--- src/rtl/drive_pkg.sv ---
// ============================================================================
//  Module   : drive_pkg
//  Purpose  : Shared definitions for the drive-mode arbiter: FSM state
//             encodings, mode codes, motor-command bit positions and a helper
//             that folds the invalid mode code onto manual.
//  Revision : 1.0 - initial release
// ============================================================================
`default_nettype none

package drive_pkg;

    // FSM state encodings (3 bits, also shown on the debug LEDs)
    localparam logic [2:0] c_ST_OFF      = 3'd0;
    localparam logic [2:0] c_ST_ARM      = 3'd1;
    localparam logic [2:0] c_ST_WAIT_REL = 3'd2;
    localparam logic [2:0] c_ST_SWITCH   = 3'd3;
    localparam logic [2:0] c_ST_RUN      = 3'd4;

    // Mode switch codes
    localparam logic [1:0] MODE_MANUAL  = 2'b00;
    localparam logic [1:0] MODE_SEMI    = 2'b01;
    localparam logic [1:0] MODE_AUTO    = 2'b10;
    localparam logic [1:0] MODE_INVALID = 2'b11;

    // Motor command bit order: {left, right, back, forward}
    localparam int c_CMD_W       = 4;
    localparam int c_CMD_FORWARD = 0;
    localparam int c_CMD_BACK    = 1;
    localparam int c_CMD_RIGHT   = 2;
    localparam int c_CMD_LEFT    = 3;

    // The invalid switch setting powers up into manual mode.
    function automatic logic [1:0] sanitize_mode(input logic [1:0] mode);
        return (mode == MODE_INVALID) ? MODE_MANUAL : mode;
    endfunction

endpackage

`default_nettype wire

--- src/rtl/hold_timer.sv ---
// ============================================================================
//  Module   : hold_timer
//  Purpose  : Saturating up-counter with synchronous clear. done is high while
//             the count equals TERMINAL; the count holds there until loaded.
//  Ports    : clk     - clock
//             rst     - asynchronous active-low reset
//             load    - clear the count to 0 (has priority over enable)
//             enable  - advance the count by one
//             done    - count has reached TERMINAL
//  Revision : 1.0 - initial release
// ============================================================================
`default_nettype none

module hold_timer #(
    parameter int TERMINAL = 1
) (
    input  logic clk,
    input  logic rst,
    input  logic load,
    input  logic enable,
    output logic done
);

    localparam int             c_W    = (TERMINAL < 1) ? 1 : $clog2(TERMINAL + 1);
    localparam logic [c_W-1:0] c_TERM = c_W'(TERMINAL);

    logic [c_W-1:0] r_count;

    always_ff @(posedge clk or negedge rst) begin
        if (!rst) begin
            r_count <= '0;
        end else if (load) begin
            r_count <= '0;
        end else if (enable && !done) begin
            r_count <= r_count + c_W'(1);
        end
    end

    assign done = (r_count == c_TERM);

endmodule

`default_nettype wire

--- src/rtl/drive_mode_arbiter.sv ---
// ============================================================================
//  Module   : drive_mode_arbiter
//  Purpose  : Power sequencing and drive-mode arbitration for the car. A long
//             press powers on, the mode switches pick which controller drives
//             the motors, and every mode entry inserts SWITCH_GAP idle cycles.
//  Ports    : clk                - system clock (100 MHz)
//             rst                - asynchronous active-low reset
//             power_btn          - debounced power button, 1 = pressed
//             mode_sel           - 00 manual, 01 semi-auto, 10 auto, 11 invalid
//             manual_answer      - manual controller command
//             manual_power_now   - manual controller has powered itself off
//             semi_answer        - semi-auto controller command
//             auto_answer        - auto controller command
//             manual_rst_n       - active-low reset to manual controller
//             manual_power_input - 1 holds manual controller in power_off
//             semi_en / auto_en  - enables for the semi-auto / auto controllers
//             drive_cmd          - registered motor command {L,R,B,F}
//             power_on           - car powered
//             active_mode        - mode currently granted
//             fsm_state          - FSM state for debug LEDs
//  Revision : 1.0 - initial release
// ============================================================================
`default_nettype none

module drive_mode_arbiter
    import drive_pkg::*;
#(
    parameter int LONG_PRESS_CYC = 100_000_000,
    parameter int SWITCH_GAP     = 2
) (
    input  logic               clk,
    input  logic               rst,
    input  logic               power_btn,
    input  logic [1:0]         mode_sel,
    input  logic [c_CMD_W-1:0] manual_answer,
    input  logic               manual_power_now,
    input  logic [c_CMD_W-1:0] semi_answer,
    input  logic [c_CMD_W-1:0] auto_answer,
    output logic               manual_rst_n,
    output logic               manual_power_input,
    output logic               semi_en,
    output logic               auto_en,
    output logic [c_CMD_W-1:0] drive_cmd,
    output logic               power_on,
    output logic [1:0]         active_mode,
    output logic [2:0]         fsm_state
);

    logic [2:0]         r_state;
    logic [2:0]         w_next_state;
    logic [1:0]         r_active_mode;
    logic [1:0]         r_target_mode;
    logic [1:0]         w_next_mode;
    logic [c_CMD_W-1:0] r_drive_cmd;
    logic [c_CMD_W-1:0] w_cmd_sel;
    logic               w_press_done;
    logic               w_gap_done;
    logic               w_mode_change;
    logic               w_run_manual;

    // ---------------------------------------------------------------- timers
    // Both counters sit cleared outside their own state, so each entry into
    // ARM or SWITCH starts counting from zero.
    hold_timer #(.TERMINAL(LONG_PRESS_CYC - 1)) u_press_timer (
        .clk    (clk),
        .rst    (rst),
        .load   (r_state != c_ST_ARM),
        .enable ((r_state == c_ST_ARM) && power_btn),
        .done   (w_press_done)
    );

    hold_timer #(.TERMINAL(SWITCH_GAP - 1)) u_gap_timer (
        .clk    (clk),
        .rst    (rst),
        .load   (r_state != c_ST_SWITCH),
        .enable (r_state == c_ST_SWITCH),
        .done   (w_gap_done)
    );

    // A request to a different, valid mode while running.
    assign w_mode_change = (mode_sel != MODE_INVALID) && (mode_sel != r_active_mode);

    // ------------------------------------------------------- state register
    always_ff @(posedge clk or negedge rst) begin
        if (!rst) begin
            r_state <= c_ST_OFF;
        end else begin
            r_state <= w_next_state;
        end
    end

    // ------------------------------------------------------------ next state
    // In RUN the button outranks a mode change, which outranks the manual
    // controller's own shutdown request.
    always_comb begin
        w_next_state = r_state;
        case (r_state)
            c_ST_OFF: begin
                if (power_btn) w_next_state = c_ST_ARM;
            end
            c_ST_ARM: begin
                if (!power_btn)        w_next_state = c_ST_OFF;
                else if (w_press_done) w_next_state = c_ST_WAIT_REL;
            end
            c_ST_WAIT_REL: begin
                // The power-on press itself must not be read as power-off.
                if (!power_btn) w_next_state = c_ST_SWITCH;
            end
            c_ST_SWITCH: begin
                if (power_btn)       w_next_state = c_ST_OFF;
                else if (w_gap_done) w_next_state = c_ST_RUN;
            end
            c_ST_RUN: begin
                if (power_btn)
                    w_next_state = c_ST_OFF;
                else if (w_mode_change)
                    w_next_state = c_ST_SWITCH;
                else if ((r_active_mode == MODE_MANUAL) && manual_power_now)
                    w_next_state = c_ST_OFF;
            end
            default: w_next_state = c_ST_OFF;
        endcase
    end

    // ---------------------------------------------------------- mode tracking
    always_ff @(posedge clk or negedge rst) begin
        if (!rst) begin
            r_active_mode <= MODE_MANUAL;
            r_target_mode <= MODE_MANUAL;
        end else begin
            if ((r_state == c_ST_ARM) && (w_next_state == c_ST_WAIT_REL))
                r_target_mode <= sanitize_mode(mode_sel);
            else if ((r_state == c_ST_RUN) && (w_next_state == c_ST_SWITCH))
                r_target_mode <= mode_sel;

            if ((r_state == c_ST_SWITCH) && (w_next_state == c_ST_RUN))
                r_active_mode <= r_target_mode;
        end
    end

    // --------------------------------------------------------- drive command
    // Select against the mode that will be granted after this edge so the
    // registered command lines up with the state register.
    assign w_next_mode = (r_state == c_ST_SWITCH) ? r_target_mode : r_active_mode;

    always_comb begin
        w_cmd_sel = '0;
        case (w_next_mode)
            MODE_MANUAL: w_cmd_sel = manual_answer;
            MODE_SEMI:   w_cmd_sel = semi_answer;
            MODE_AUTO:   w_cmd_sel = auto_answer;
            default:     w_cmd_sel = '0;
        endcase
    end

    always_ff @(posedge clk or negedge rst) begin
        if (!rst) begin
            r_drive_cmd <= '0;
        end else begin
            r_drive_cmd <= (w_next_state == c_ST_RUN) ? w_cmd_sel : '0;
        end
    end

    // --------------------------------------------------------------- outputs
    // The manual controller is held in reset everywhere except while it owns
    // the car, so every manual entry restarts it from scratch.
    assign w_run_manual = (r_state == c_ST_RUN) && (r_active_mode == MODE_MANUAL);

    always_comb begin
        manual_rst_n       = w_run_manual;
        manual_power_input = !w_run_manual;
        semi_en            = (r_state == c_ST_RUN) && (r_active_mode == MODE_SEMI);
        auto_en            = (r_state == c_ST_RUN) && (r_active_mode == MODE_AUTO);
        power_on           = (r_state == c_ST_WAIT_REL) || (r_state == c_ST_SWITCH) ||
                             (r_state == c_ST_RUN);
        drive_cmd          = r_drive_cmd;
        active_mode        = r_active_mode;
        fsm_state          = r_state;
    end

endmodule

`default_nettype wire

--- config.mk ---
export PLATFORM = sky130hd
export DESIGN_NAME = drive_mode_arbiter
export DESIGN_NICKNAME = d
export VERILOG_FILES = /design/src/rtl/drive_pkg.sv /design/src/rtl/hold_timer.sv /design/src/rtl/drive_mode_arbiter.sv
export SDC_FILE = /design/constraint.sdc
export NUM_CORES = 1
export LEC_CHECK = 0
export CAP_MARGIN = 5
export CORE_ASPECT_RATIO = 1.2
export CORE_MARGIN = 8
export CORE_UTILIZATION = 49
export DETAILED_ROUTE_END_ITERATION = 8
export GPL_ROUTABILITY_DRIVEN = 0
export GPL_TIMING_DRIVEN = 0
export MAX_ROUTING_LAYER = met4
export PLACE_DENSITY = 0.76
export SYNTH_ARGS = -nofsm -noshare
export SYNTH_HDL_FRONTEND = slang
export SYNTH_SLANG_ARGS = --single-unit
--- constraint.sdc ---
create_clock -name clk -period 1.8 [get_ports clk]
set_clock_uncertainty 0.05 [all_clocks]
set_input_delay 0.27 -clock clk [delete_from_list [all_inputs] [get_ports clk]]
set_output_delay 0.27 -clock clk [all_outputs]
set_load 0.005 [all_outputs]
Word level (Yosys, flattened, before mapping)
Cells that the tools add are included.
{"block": "word_totals", "register_bits": 39, "inputBits": 18}
{"block": "classes", "addsub": 2, "n_eq_ne": 17, "n_mux": 20, "n_reduce_logical": 22}
{"operator": "$mux W27", "n": 2}
{"operator": "$add A27 B1 Y27 const B", "n": 1}
{"operator": "$eq A27 B27 Y1 const B", "n": 1}
{"operator": "$mux W3", "n": 9}
{"operator": "$pmux W3 S5", "n": 1}
{"operator": "$eq A3 B2 Y1 const B", "n": 4}
{"operator": "$pmux W4 S3", "n": 1}
{"operator": "$logic_and A1 B1 Y1", "n": 11}
{"operator": "$mux W2", "n": 4}
{"operator": "$eq A2 B2 Y1 const B", "n": 3}
{"operator": "$eq A3 B3 Y1 const B", "n": 2}
{"operator": "$reduce_bool A2 Y1", "n": 3}
{"operator": "$eq A2 B1 Y1 const B", "n": 2}
{"operator": "$logic_not A2 Y1", "n": 2}
{"operator": "$mux W4", "n": 1}
{"operator": "$eq A3 B1 Y1 const B", "n": 1}
{"operator": "$logic_not A1 Y1", "n": 3}
{"operator": "$logic_not A3 Y1", "n": 1}
{"operator": "$ne A3 B1 Y1 const B", "n": 1}
{"operator": "$ne A3 B2 Y1 const B", "n": 1}
{"operator": "$logic_or A1 B1 Y1", "n": 2}
{"operator": "$mux W1", "n": 2}
{"operator": "$ne A2 B2 Y1", "n": 1}
{"operator": "$ne A2 B2 Y1 const B", "n": 1}
{"operator": "$add A1 B1 Y1 const B", "n": 1}

Longest topological paths before layout
{"block": "logic_depth", "word_depth": 10, "mapped_depth": 7, "mapped_depth_nobuf": 6}

Hierarchy
Synthesis repeated with hierarchy kept, for this count alone.
{"block": "unflattened", "cells_unflattened": 248, "hier_area_um2": 2329.7}
{"module": "hold_timer at u_press_timer", "n_inst": 1, "cells_each": 167, "area_per_inst_um2": 1575.3, "seq_area_each_um2": 675.6}
{"module": "drive_mode_arbiter", "n_inst": 1, "cells_each": 79, "area_per_inst_um2": 719.4, "seq_area_each_um2": 275.3}
{"module": "hold_timer at u_gap_timer", "n_inst": 1, "cells_each": 2, "area_per_inst_um2": 35.0, "seq_area_each_um2": 25.0}

Least setup slack after synthesis
OpenSTA, ideal clock, no wires.
{"block": "synth_path", "path_type": "flip-flop to flip-flop", "start": "register r_state[2], in the netlist fsm_state[2]", "end": "register u_press_timer.r_count[22]", "arrival_time_ns": 1.719, "path_slack_ns": -0.098, "path_stages_with_launch": 7, "n_path_buf": 1, "period_less_slack_ns": 1.898, "cell_sequence": "dfrtp_1 -> buf_6 -> nand4bb_4 -> nor4_1 -> nand3_1 -> o211ai_1 -> o31ai_1"}
{"block": "synth_via", "elab_chain_len": 4}
{"item": "start: declaration", "line_no": "drive_mode_arbiter.sv:49", "text": "logic [2:0] r_state;"}
{"item": "start signal: assignment", "line_no": "drive_mode_arbiter.sv:86", "text": "r_state <= c_ST_OFF;"}
{"item": "start signal: assignment", "line_no": "drive_mode_arbiter.sv:88", "text": "r_state <= w_next_state;"}
{"item": "$eq A3 B1 Y1", "line_no": "drive_mode_arbiter.sv:68", "text": ".enable ((r_state == c_ST_ARM) && power_btn),"}
{"item": "$logic_and A1 B1 Y1", "line_no": "drive_mode_arbiter.sv:68"}
{"item": "$logic_and A1 B1 Y1", "line_no": "hold_timer.sv:34", "text": "end else if (enable && !done) begin"}
{"item": "$reduce_bool A2 Y1 (no line)"}
{"item": "end signal: assignment", "line_no": "hold_timer.sv:35", "text": "r_count <= r_count + c_W'(1);"}
{"item": "end: declaration", "line_no": "hold_timer.sv:27", "text": "logic [c_W-1:0] r_count;"}
Parallel ways exist; a longest one is shown, timed or not.
A chain may end at the register's enable or synchronous reset.

Final worst setup path
{"block": "layout_path", "start": "register r_state[1], in the netlist fsm_state[1]", "end": "register u_press_timer.r_count[12]"}
Same word-level chain as after synthesis.

==> summary.md <==
| Metric | Value |
|---|---|
| Status | complete, but fails checks |
| Failing checks | negative setup slack |
| Buf/Inv on CP | 3 |
| Finished Cell Area | 3410 sq um |
| Fill cell count | 277 |
| P_int | 1530 uW |
| Dpl cell area | 2640 sq um |
| Asr flop ratio synth | 100% |
| Worst r2r path cells | 8 |
| Wire length on met1 | 2840 microns |
| Core Area | 4490 sq um |
| Crit path launch | fsm_state[1] |
| Drt pass-1 iters | 4 |
| Met3 wire len | 261 microns |
| CP max FO | 4 |
| Synth Cell Area | 2240 sq um |
| Fmax | 497 MHz |
| Worst Max-Slew Pin Slew | 871 ps |
| Initial Utilization | 49.9% |
| Final Hold Vio Count | 0 |
| Synth Flop Type | dfrtp_1 |
| TritonCTS Buffers | 5 |
| Die W | 77.7 microns |
| Worst hold-check path type | input port to asynchronous set/reset pin |
| Period minus WS final | 2010 ps |
| Gate Count Post-Synth | 228 |
| Remaining DRCs | 0 |
| Grt total ovfl | 0 |
| Tcrit/Tclk final | 112% |
| Clk buf depth | 2 |
| Critical path's largest stage delay | 410 ps |
| Top-count cell post-synth | dfrtp_1 |
| Met2 routed WL | 3620 microns |
| Static Leak | 0.00149 uW |
| Synth cell types | 49 |
| Type of origin of the critical path | register |
| Synth top area share | 43.6% |
| Syn avg cell area | 9.83 sq um |
| Clk network pwr share | 37.5% |
| Largest net degree at the start of global routing | 40 |
| Post-synthesis sequential area ratio | 43.6% |
| Share of power burned in registers | 46.6% |
| Clk slew on worst S/H paths | 90 ps |
| Htree depth | 2 |
| Maximum vdd drop | 0.000680 V |
| Clock sinks | 39 |
| # rows | 27 |
| Vias in the first global route | 2,157 |
| Post-synth EDFFs | 0 |
| Ant diodes | 0 |
| Setup crit end kind | register |
| Yosys top cell by area | dfrtp_1 |
| Worst hold slack | 31.4 ps |
| Vias/cell | 6.04 |
| Final WL | 6940 microns |
| Post-route core utilization | 75.9% |
| Final setup fails | 38 |
| Layout cell share with drive strength beyond 1 | 40.4% |
| Buffers on Ports | 31 |
| Top cell types by occurrence after synthesis | dfrtp_1 (39), nor2_1 (21), o21ai_0 (14), nand2_1 (13) |
| ANT nets after route | 0 |
| Initial antenna violation count | 0 |
| R2r startpoint | fsm_state[1] |
| Worst path cell trace | buf_6, nand4bb_4, buf_4, buf_6, nor3_4, o21ai_2, or3_1, a21oi_1 |
| Cell Pwr Density | 608 nW/um^2 |
| Final Max Tran Viols | 0 |
| Syn Nets | 247 |
| Final worst slack | -213 ps |
| Seq cells post-synth | 39 |
| Most common cell on crit path | buf_6 |
| Die Ht | 90.1 microns |
| Area Growth Syn to Fin | 52.1% |
| Synth area leaders | dfrtp_1 (44%), nor2_1 (3.5%), o21ai_0 (3.1%), o31ai_1 (3.0%), xor2_1 (2.7%) |
| Reg2Reg Setup Slack | -210 ps |
| Final non-filler cell total | 365 |
| Psw | 540 uW |
| RSZ-0062 raised after global routing | yes |
| Placed cells | 317 |
| Setup CP Type | register to register |
| TritonCTS clock tree | yes |
| YS warnings | 0 |
| WP data required | 1980 ps |
| Nets | 325 |
| Via count | 2,206 |
| Root Buffer | clkbuf_8 |
| Worst skew pair latency | 300 ps |
| Critical-path top delay cell | dfrtp_2 |
| Gr usage total | 18.1% |
| Initial DRC count | 124 |
| Switching share of power | 26.1% |
| Die Area | 7000 sq um |
| Worst Setup EP | u_press_timer.r_count[12] |
| Register area | 982 sq um |
| Worst slew margin relative to its limit | 41.9% |
| Dpl hpwl | 3670 microns |
| Crit path max-delay family | simple AND/OR/NAND/NOR gates |
| Final total power | 2070 uW |
| Worst r2r dst | u_press_timer.r_count[12] |
| Max Cap Violations | 0 |
| Multi-input logic area | 1510 sq um |
| Critical Path AT | 2190 ps |
| Max Used Layer | met4 |
| Levels on crit path | 8 |
| Gate power share | 15.9% |
| # IOs | 32 |
| First-pass GRT wire length | 10,300 microns |
| WL per Instance | 19.0 microns |
-- layout make-up --
type	instances	share of cell area (%)
Timing Repair Buffer	72	19.0
Tap cell	58	2.13
Inverter	8	0.881
Clock inverter	2	1.03
Sequential cell	39	28.8
Buffer	5	1.36
Clock buffer	6	2.42
Multi-Input combinational cell	175	44.3
-- metal layers --
layer	GRT usage, %	up-vias
met5	-	-
met4	8.52	0
met3	3.39	17
met2	30.0	76
met1	20.3	1102
li1	-	1011
-- placed cells by master (no fill, tap or decap), types with 5 or more instances in the layout --
master / synthesis / routed
a21oi_2: 0 / 8
and2_1: 8 / 7
nand4_1: 5 / 5
nand2_1: 13 / 12
dfrtp_1: 39 / 34
buf_4: 0 / 29
dfrtp_2: 0 / 5
o211ai_1: 8 / 8
o21ai_0: 14 / 6
o2bb2ai_1: 5 / 5
o31ai_1: 9 / 9
inv_1: 8 / 7
nor2_1: 21 / 20
clkbuf_8: 0 / 6
xor2_1: 7 / 6
buf_6: 1 / 16
clkdlybuf4s50_1: 0 / 24
nand3_1: 12 / 7
-- registers in the layout, summed over array words and instances (netlist names) --
signal	count
fsm_state	3
drive_cmd	4
active_mode	2
u_gap_timer.done	1
u_press_timer.r_count	27
r_target_mode	2
-- cells by family (layout without fill, tap and decap cells) --
family                   count (synthesis)  count (layout)  synth area share, %
buffers and inverters                   14              93                 3.13
multiplexers                             7               7                 3.41
flip-flops                              39              39                 43.6
XOR/XNOR                                12              12                 4.69
AO/OA/AOI/OAI                           58              58                 17.7
AND/OR/NAND/NOR                         97              97                 27.0
adder cells (fa/ha/maj)                  1               1                0.558
-- repair_timing --
action,4_1_cts,5_1_grt
hold endpoints to repair,0,0
endpoints found under the setup margin,41,42
hold buffers,0,0
buffers inserted,26,18
pin swaps,17,30
gates resized for setup,69,45
-- through the flow --
stage | worst slack, ps | TNS, ps
2_1_floorplan | -89.0 | -235
3_3_place_gp | -594 | -33130
3_5_place_dp | -456 | -10960
4_1_cts | -208 | -1410
5_1_grt | -275 | -6510
6_report | -213 | -3650
-- worst reg2reg max path, stage by stage (launching register included) --
cell and delay, ps:
dfrtp_2 410, buf_6 120, nand4bb_4 250, buf_4 170, buf_6 110, nor3_4 240, o21ai_2 120, or3_1 330
a21oi_1 140
-- worst min path at each step --
| stage | startpoint | endpoint | slack, ps |
|---|---|---|---|
| finish | rst | fsm_state[0] | 30 |
| global route | rst | u_press_timer.r_count[26] | 110 |
| CTS | rst | u_press_timer.r_count[26] | 70 |
| detailed placement | rst | u_press_timer.r_count[23] | 390 |
| global placement | u_press_timer.r_count[26] | u_press_timer.r_count[26] | 410 |
| floorplan | rst | active_mode[0] | -80 |
-- power by group through the flow --
| stage | sequential [uW] | clock (uW) | combinational, uW |
|---|---|---|---|
| after CTS | 955 | 776 | 281 |
| after detailed placement | 979 | 0 | 202 |
| after global placement | 976 | 0 | 195 |
| final | 965 | 776 | 329 |
| after global routing | 968 | 820 | 357 |
| after floorplan | 969 | 0 | 114 |
No activity file was read; power rests on OpenSTA's default activity.
